**config.mk**
```make
export PLATFORM = sky130hd
export DESIGN_NAME = and_path_monitor_flat
export DESIGN_NICKNAME = d
export VERILOG_FILES = /design/src/rtl/and_path_monitor_if.sv /design/src/rtl/and_path_monitor.sv /design/src/flat_wrapper.sv
export SDC_FILE = /design/constraint.sdc
export NUM_CORES = 1
export LEC_CHECK = 0
export ABC_AREA = 1
export ABC_CLOCK_PERIOD_IN_PS = 2400
export CORE_MARGIN = 4
export CORE_UTILIZATION = 50
export DETAILED_ROUTE_END_ITERATION = 10
export GPL_TIMING_DRIVEN = 0
export PLACE_DENSITY = 0.84
export SYNTH_ARGS = -nofsm -noshare
export SYNTH_HDL_FRONTEND = slang
export SYNTH_SLANG_ARGS = --single-unit
```
**constraint.sdc**
```tcl
create_clock -name clk -period 2.4 [get_ports clk]
set_input_delay 0.24 -clock clk [delete_from_list [all_inputs] [get_ports clk]]
set_output_delay 0.24 -clock clk [all_outputs]
set_load 0.03 [all_outputs]
```
**src/rtl/and_path_monitor_if.sv**
```systemverilog
// Bundles the monitored AND datapath signals (a, b, observed y, clear)
// together with the monitor status outputs.
interface and_path_monitor_if #(
  parameter int CNT_W = 8
) ();
  logic             a;
  logic             b;
  logic             y;
  logic             clr;
  logic             armed;
  logic             mismatch;
  logic             alarm;
  logic [CNT_W-1:0] err_count;

  // Datapath / supervisor side: drives the observed signals, reads status.
  modport master (
    output a, b, y, clr,
    input  armed, mismatch, alarm, err_count
  );

  // Monitor side: observes the datapath, reports status.
  modport slave (
    input  a, b, y, clr,
    output armed, mismatch, alarm, err_count
  );
endinterface

```
**src/rtl/and_path_monitor.sv**
```systemverilog
// Runtime integrity checker for a registered two-input AND datapath.
// Keeps a shadow pipeline of a & b that is LATENCY stages deep, compares
// its tail against the observed y every cycle once the pipeline is full,
// counts divergences and raises a sticky alarm after THRESH in a row.
module and_path_monitor #(
  parameter int LATENCY = 2,
  parameter int CNT_W   = 8,
  parameter int THRESH  = 3
) (
  input logic            clk,
  input logic            rst,
  and_path_monitor_if.slave mon
);

  localparam int               WARM_W    = $clog2(LATENCY + 1);
  localparam logic [WARM_W-1:0] WARM_LAST = WARM_W'(LATENCY - 1);
  localparam logic [7:0]        THRESH_C  = 8'(THRESH);
  localparam logic [CNT_W-1:0]  ERR_MAX   = {CNT_W{1'b1}};

  typedef enum logic [1:0] {
    ST_WARMUP = 2'b00,
    ST_ARMED  = 2'b01,
    ST_ALARM  = 2'b10
  } state_t;

  state_t             state_q,     state_d;
  logic [LATENCY-1:0] shadow_q,    shadow_d;
  logic [WARM_W-1:0]  warm_cnt_q,  warm_cnt_d;
  logic [7:0]         run_cnt_q,   run_cnt_d;
  logic [CNT_W-1:0]   err_count_q, err_count_d;
  logic               armed_q,     armed_d;
  logic               mismatch_q,  mismatch_d;
  logic               alarm_q,     alarm_d;

  logic               tail_s;
  logic               miss_s;

  // Next-state logic: shadow shift, warmup count, compare and counters.
  always_comb begin
    shadow_d    = shadow_q;
    state_d     = state_q;
    warm_cnt_d  = warm_cnt_q;
    run_cnt_d   = run_cnt_q;
    err_count_d = err_count_q;
    mismatch_d  = 1'b0;

    // The shadow pipeline always shifts, independent of state or clr.
    shadow_d[0] = mon.a & mon.b;
    for (int i = 1; i < LATENCY; i++) begin
      shadow_d[i] = shadow_q[i-1];
    end

    tail_s = shadow_q[LATENCY-1];
    miss_s = (state_q != ST_WARMUP) && (mon.y != tail_s);

    case (state_q)
      ST_WARMUP: begin
        // clr does not disturb a warmup in progress; counters are already 0.
        if (warm_cnt_q == WARM_LAST) begin
          state_d = ST_ARMED;
        end else begin
          warm_cnt_d = warm_cnt_q + 1'b1;
        end
      end
      ST_ARMED, ST_ALARM: begin
        if (mon.clr) begin
          // Clear wins over a coincident miss; that miss is dropped.
          state_d     = ST_ARMED;
          run_cnt_d   = 8'd0;
          err_count_d = {CNT_W{1'b0}};
          mismatch_d  = 1'b0;
        end else begin
          mismatch_d = miss_s;
          if (miss_s) begin
            if (err_count_q == ERR_MAX) begin
              err_count_d = err_count_q;
            end else begin
              err_count_d = err_count_q + 1'b1;
            end
            if (run_cnt_q >= THRESH_C) begin
              run_cnt_d = THRESH_C;
            end else begin
              run_cnt_d = run_cnt_q + 8'd1;
            end
          end else begin
            run_cnt_d = 8'd0;
          end
          // ALARM is sticky; only ARMED can step up into it.
          if ((state_q == ST_ARMED) && (run_cnt_d == THRESH_C)) begin
            state_d = ST_ALARM;
          end else begin
            state_d = state_q;
          end
        end
      end
      default: begin
        state_d = ST_WARMUP;
      end
    endcase

    armed_d = (state_d != ST_WARMUP);
    alarm_d = (state_d == ST_ALARM);
  end

  // State, shadow pipeline and registered outputs; rst forces all to zero.
  always_ff @(posedge clk or posedge rst) begin
    if (rst) begin
      state_q     <= ST_WARMUP;
      shadow_q    <= {LATENCY{1'b0}};
      warm_cnt_q  <= {WARM_W{1'b0}};
      run_cnt_q   <= 8'd0;
      err_count_q <= {CNT_W{1'b0}};
      armed_q     <= 1'b0;
      mismatch_q  <= 1'b0;
      alarm_q     <= 1'b0;
    end else begin
      state_q     <= state_d;
      shadow_q    <= shadow_d;
      warm_cnt_q  <= warm_cnt_d;
      run_cnt_q   <= run_cnt_d;
      err_count_q <= err_count_d;
      armed_q     <= armed_d;
      mismatch_q  <= mismatch_d;
      alarm_q     <= alarm_d;
    end
  end

  assign mon.armed     = armed_q;
  assign mon.mismatch  = mismatch_q;
  assign mon.alarm     = alarm_q;
  assign mon.err_count = err_count_q;

endmodule

```
**src/flat_wrapper.sv**
```systemverilog
// flat-port wrapper written by rule: the top's interface ports become plain ports
module and_path_monitor_flat 
#(
  parameter int LATENCY = 2,
  parameter int CNT_W   = 8,
  parameter int THRESH  = 3
)
  (clk, rst, mon_a, mon_b, mon_y, mon_clr, mon_armed, mon_mismatch, mon_alarm, mon_err_count);
  and_path_monitor_if #(.CNT_W(CNT_W)) mon_i ();
  input logic clk;
  input logic rst;
  input wire logic [$bits(mon_i.a)-1:0] mon_a;
  input wire logic [$bits(mon_i.b)-1:0] mon_b;
  input wire logic [$bits(mon_i.y)-1:0] mon_y;
  input wire logic [$bits(mon_i.clr)-1:0] mon_clr;
  output wire logic [$bits(mon_i.armed)-1:0] mon_armed;
  output wire logic [$bits(mon_i.mismatch)-1:0] mon_mismatch;
  output wire logic [$bits(mon_i.alarm)-1:0] mon_alarm;
  output wire logic [$bits(mon_i.err_count)-1:0] mon_err_count;
  assign mon_i.a = mon_a;
  assign mon_i.b = mon_b;
  assign mon_i.y = mon_y;
  assign mon_i.clr = mon_clr;
  assign mon_armed = mon_i.armed;
  assign mon_mismatch = mon_i.mismatch;
  assign mon_alarm = mon_i.alarm;
  assign mon_err_count = mon_i.err_count;
  and_path_monitor #(.LATENCY(LATENCY), .CNT_W(CNT_W), .THRESH(THRESH)) u_core (.clk(clk), .rst(rst), .mon(mon_i));
endmodule
```
==> key figures <==
STA
  • Slew headroom: 0.388
  • Setup repair after global routing missed its margin: false
  • Worst-margin pin slew: 0.918 ns
  • Minimum clock period: 1.74 ns
  • Final hold vios: 0
  • WHS: 0.229 ns
  • Setup TNS: 0 ns
  • # setup viols final: 0
  • Final worst slack: 0.660 ns
  • Clk_skew: 0.00798 ns
  • FMAX: 0.575 GHz
  • Final Cycle Share: 0.725
  • Slew Viols, Final: 0

Power
  • Peak VDD IR: 0.000446 V
  • Design Power: 1.20 mW
  • Leak Pwr: 0.757 nW
  • Power per Cell Area: 833 nW/µm²

Clocking
  • Inserted Clock Buffers: 3
  • Worst-path clk slew: 0.13 ns
  • Clock root buffer master: clkbuf_4
  • Clock Sinks: 25
  • CTS H-Tree Depth: 1
  • Deepest clock path buffer count: 2
  • Post-CTS sizing: 0
  • Insertion delay to the later sink of the worst-skew pair: 0.32 ns
  • CTS tree: yes
  • Post-CTS setup buffer count: 0
  • Hold_buf cts: 0

Placed design
  • RePlAce Congestion: 0.812
  • Placed Instances: 192
  • Setup Slack @ Placement: 0.673 ns
  • # port buffers: 15
  • DP HPWL: 1630 µm

Critical path
  • CP startpoint kind: flip-flop
  • Critical path startpoint: u_core.state_q[0]$_DFF_PP0_
  • Reg-to-Reg Start: u_core.state_q[0]$_DFF_PP0_
  • Reg-to-reg slack, setup: 0.66 ns
  • Crit path required time: 2.64 ns
  • R2R cell count: 7
  • Worst EP arrival: 1.98 ns
  • Reg2reg end: u_core.run_cnt_q[0]$_DFFE_PP0N_
  • CP endpoint kind: flip-flop
  • Critical path class: reg2reg
  • CP Max Fanout: 9

Detailed routing
  • Vias per cell: 4.76
  • WL/cell: 10.9 µm
  • WL met2: 1060 µm
  • DRT Pass-1 Iters: 4
  • Iteration-0 DRC count of the detailed router: 13
  • Via count: 932
  • WL final: 2140 µm
  • WL met1: 964 µm
  • Met3 wire length: 74 µm
  • Top Metal Used: met4
  • Antenna Nets Post-Route: 0
  • DRC viols: 0

Hold path
  • Hold worst-path end: u_core.mon.mismatch$_DFF_PP0_
  • Hold Path Class: in2reg
  • WHS Path Cells: 2
  • Min-delay src: mon_clr

Finish
  • Commonest non-fill, non-tap cell in the layout: nand2_1
  • Ant diodes: 0
  • Most frequent cells in the layout: 37 x nand2_1, 28 x inv_1, 25 x dfrtp_1, 24 x nor2_1, 15 x clkdlybuf4s50_1
  • Post-layout net count: 181
  • Non-Filler Instances: 196
  • Share of cells above drive strength 1: 0.0655
  • Layout area overhead: 17.3%

Global route
  • Vias in the first global route: 940
  • Pin count of the biggest net entering global routing: 26
  • Initial antenna violation count: 0
  • Global route overflow: 0
  • Gr usage total: 0.153
  • Wire length of the first global-routing pass: 3950 µm

Logic synthesis
  • XOR/XNOR Fraction of Synth Area: 0.0498
  • Fraction of synthesized area in multiplexers: 0
  • Cell area after synthesis: 1230 µm²
  • FF+latch count, synth: 25
  • Total nets after synthesis: 161
  • Post-synthesis compound-gate area fraction: 0.0559
  • Largest family of logic cells by synthesized area: simple AND/OR/NAND/NOR gates
  • Cell count after synthesis: 149
  • Simple-gate share of the synthesized area: 0.220
  • Syn Area/Cell: 8.26 µm²
  • Post-synthesis adder-cell area fraction: 0.0610
  • Yosys Warn Count: 0
  • Sequential fraction of the synthesis area: 0.508
  • Count of cell types in the netlist: 20

Floorplan
  • Area of the core: 2280 µm²
  • Die area: 3320 µm²
  • Die X: 57.6 µm
  • Num rows: 17
  • Initial Util: 0.541
  • Ports: 17
  • Die Y: 57.6 µm

Run
  • Maxcap violations: 0

Status
  • Status: completed
## cell usage after synthesis (all sizes together)
cell type | number | area share
nand2 | 37 | 0.11
buf | 2 | 0.013
nor3 | 2 | 0.0081
nand4 | 1 | 0.0051
clkbuf | 1 | 0.0041
inv | 28 | 0.085
o211ai | 1 | 0.0061
a21oi | 1 | 0.0071
ha | 6 | 0.061
o21ai | 9 | 0.043
nand3 | 4 | 0.020
dfrtp | 25 | 0.51
nor2 | 24 | 0.073
xor2 | 6 | 0.043
xnor2 | 1 | 0.0071
clkinv | 1 | 0.0030
## worst max path at each step
stage / to / slack, ns
after global routing: u_core.run_cnt_q[0]$_DFFE_PP0N_ / 0.44
after global placement: u_core.mon.err_count[2]$_DFFE_PP0P_ / 0.70
after detailed placement: u_core.run_cnt_q[0]$_DFFE_PP0N_ / 0.67
after floorplan: u_core.mon.err_count[0]$_DFFE_PP0P_ / 0.77
final: u_core.run_cnt_q[0]$_DFFE_PP0N_ / 0.66
after CTS: mon_err_count[3] / 0.65
## cell families (layout without fill, tap and decap cells)
logic type	count (synthesis)	after routing
xor+xnor	7	7
fa+ha+maj	6	6
flops	25	25
simple gates	68	68
compound gates	11	11
buf+inv	32	51
## through the flow
stage | area (µm²) | util
finish | 1440 | 0.634
global route | 1440 | 0.634
CTS | 1440 | 0.634
detailed placement | 1420 | 0.622
global placement | 1420 | 0.622
floorplan | 1230 | -
## cell type report
type / instances / area [µm²]
Timing Repair Buffer: 15 / 150
Buffer: 3 / 21.3
Tap cell: 28 / 35.0
Clock buffer: 3 / 22.5
Fill cell: 184 / 832
Multi-Input combinational cell: 92 / 475
Clock inverter: 1 / 5.00
Sequential cell: 25 / 626
Inverter: 29 / 109
## state kept, by name, summed over array words and instances (netlist names)
name and cells:
u_core.mon.err_count 8, u_core.run_cnt_q 8, u_core.shadow_q 2, u_core.state_q 2
u_core.warm_cnt_q 2, u_core.mon.alarm 1, u_core.mon.armed 1, u_core.mon.mismatch 1
## critical path: stages, from the launching register on
cell     delay [ns]
dfrtp_1        0.45
inv_1          0.07
ha_1           0.27
buf_2          0.19
inv_1          0.11
nor3_1         0.32
o21ai_0        0.15
o21ai_0        0.11
## routing by layer
metal | track usage | vias to the layer above
li1 | - | 484
met1 | 0.186 | 428
met2 | 0.266 | 15
met3 | 0.0290 | 5
met4 | 0.0596 | 0
met5 | 0 | -
## report_power, final
group	switching (mW)	internal (mW)	total, mW
sequential	0.0515	0.480	0.531
combinational	0.307	0.179	0.485
clock	0.123	0.0625	0.186
total	0.482	0.721	1.20
Power figures use the tool's default switching activity.
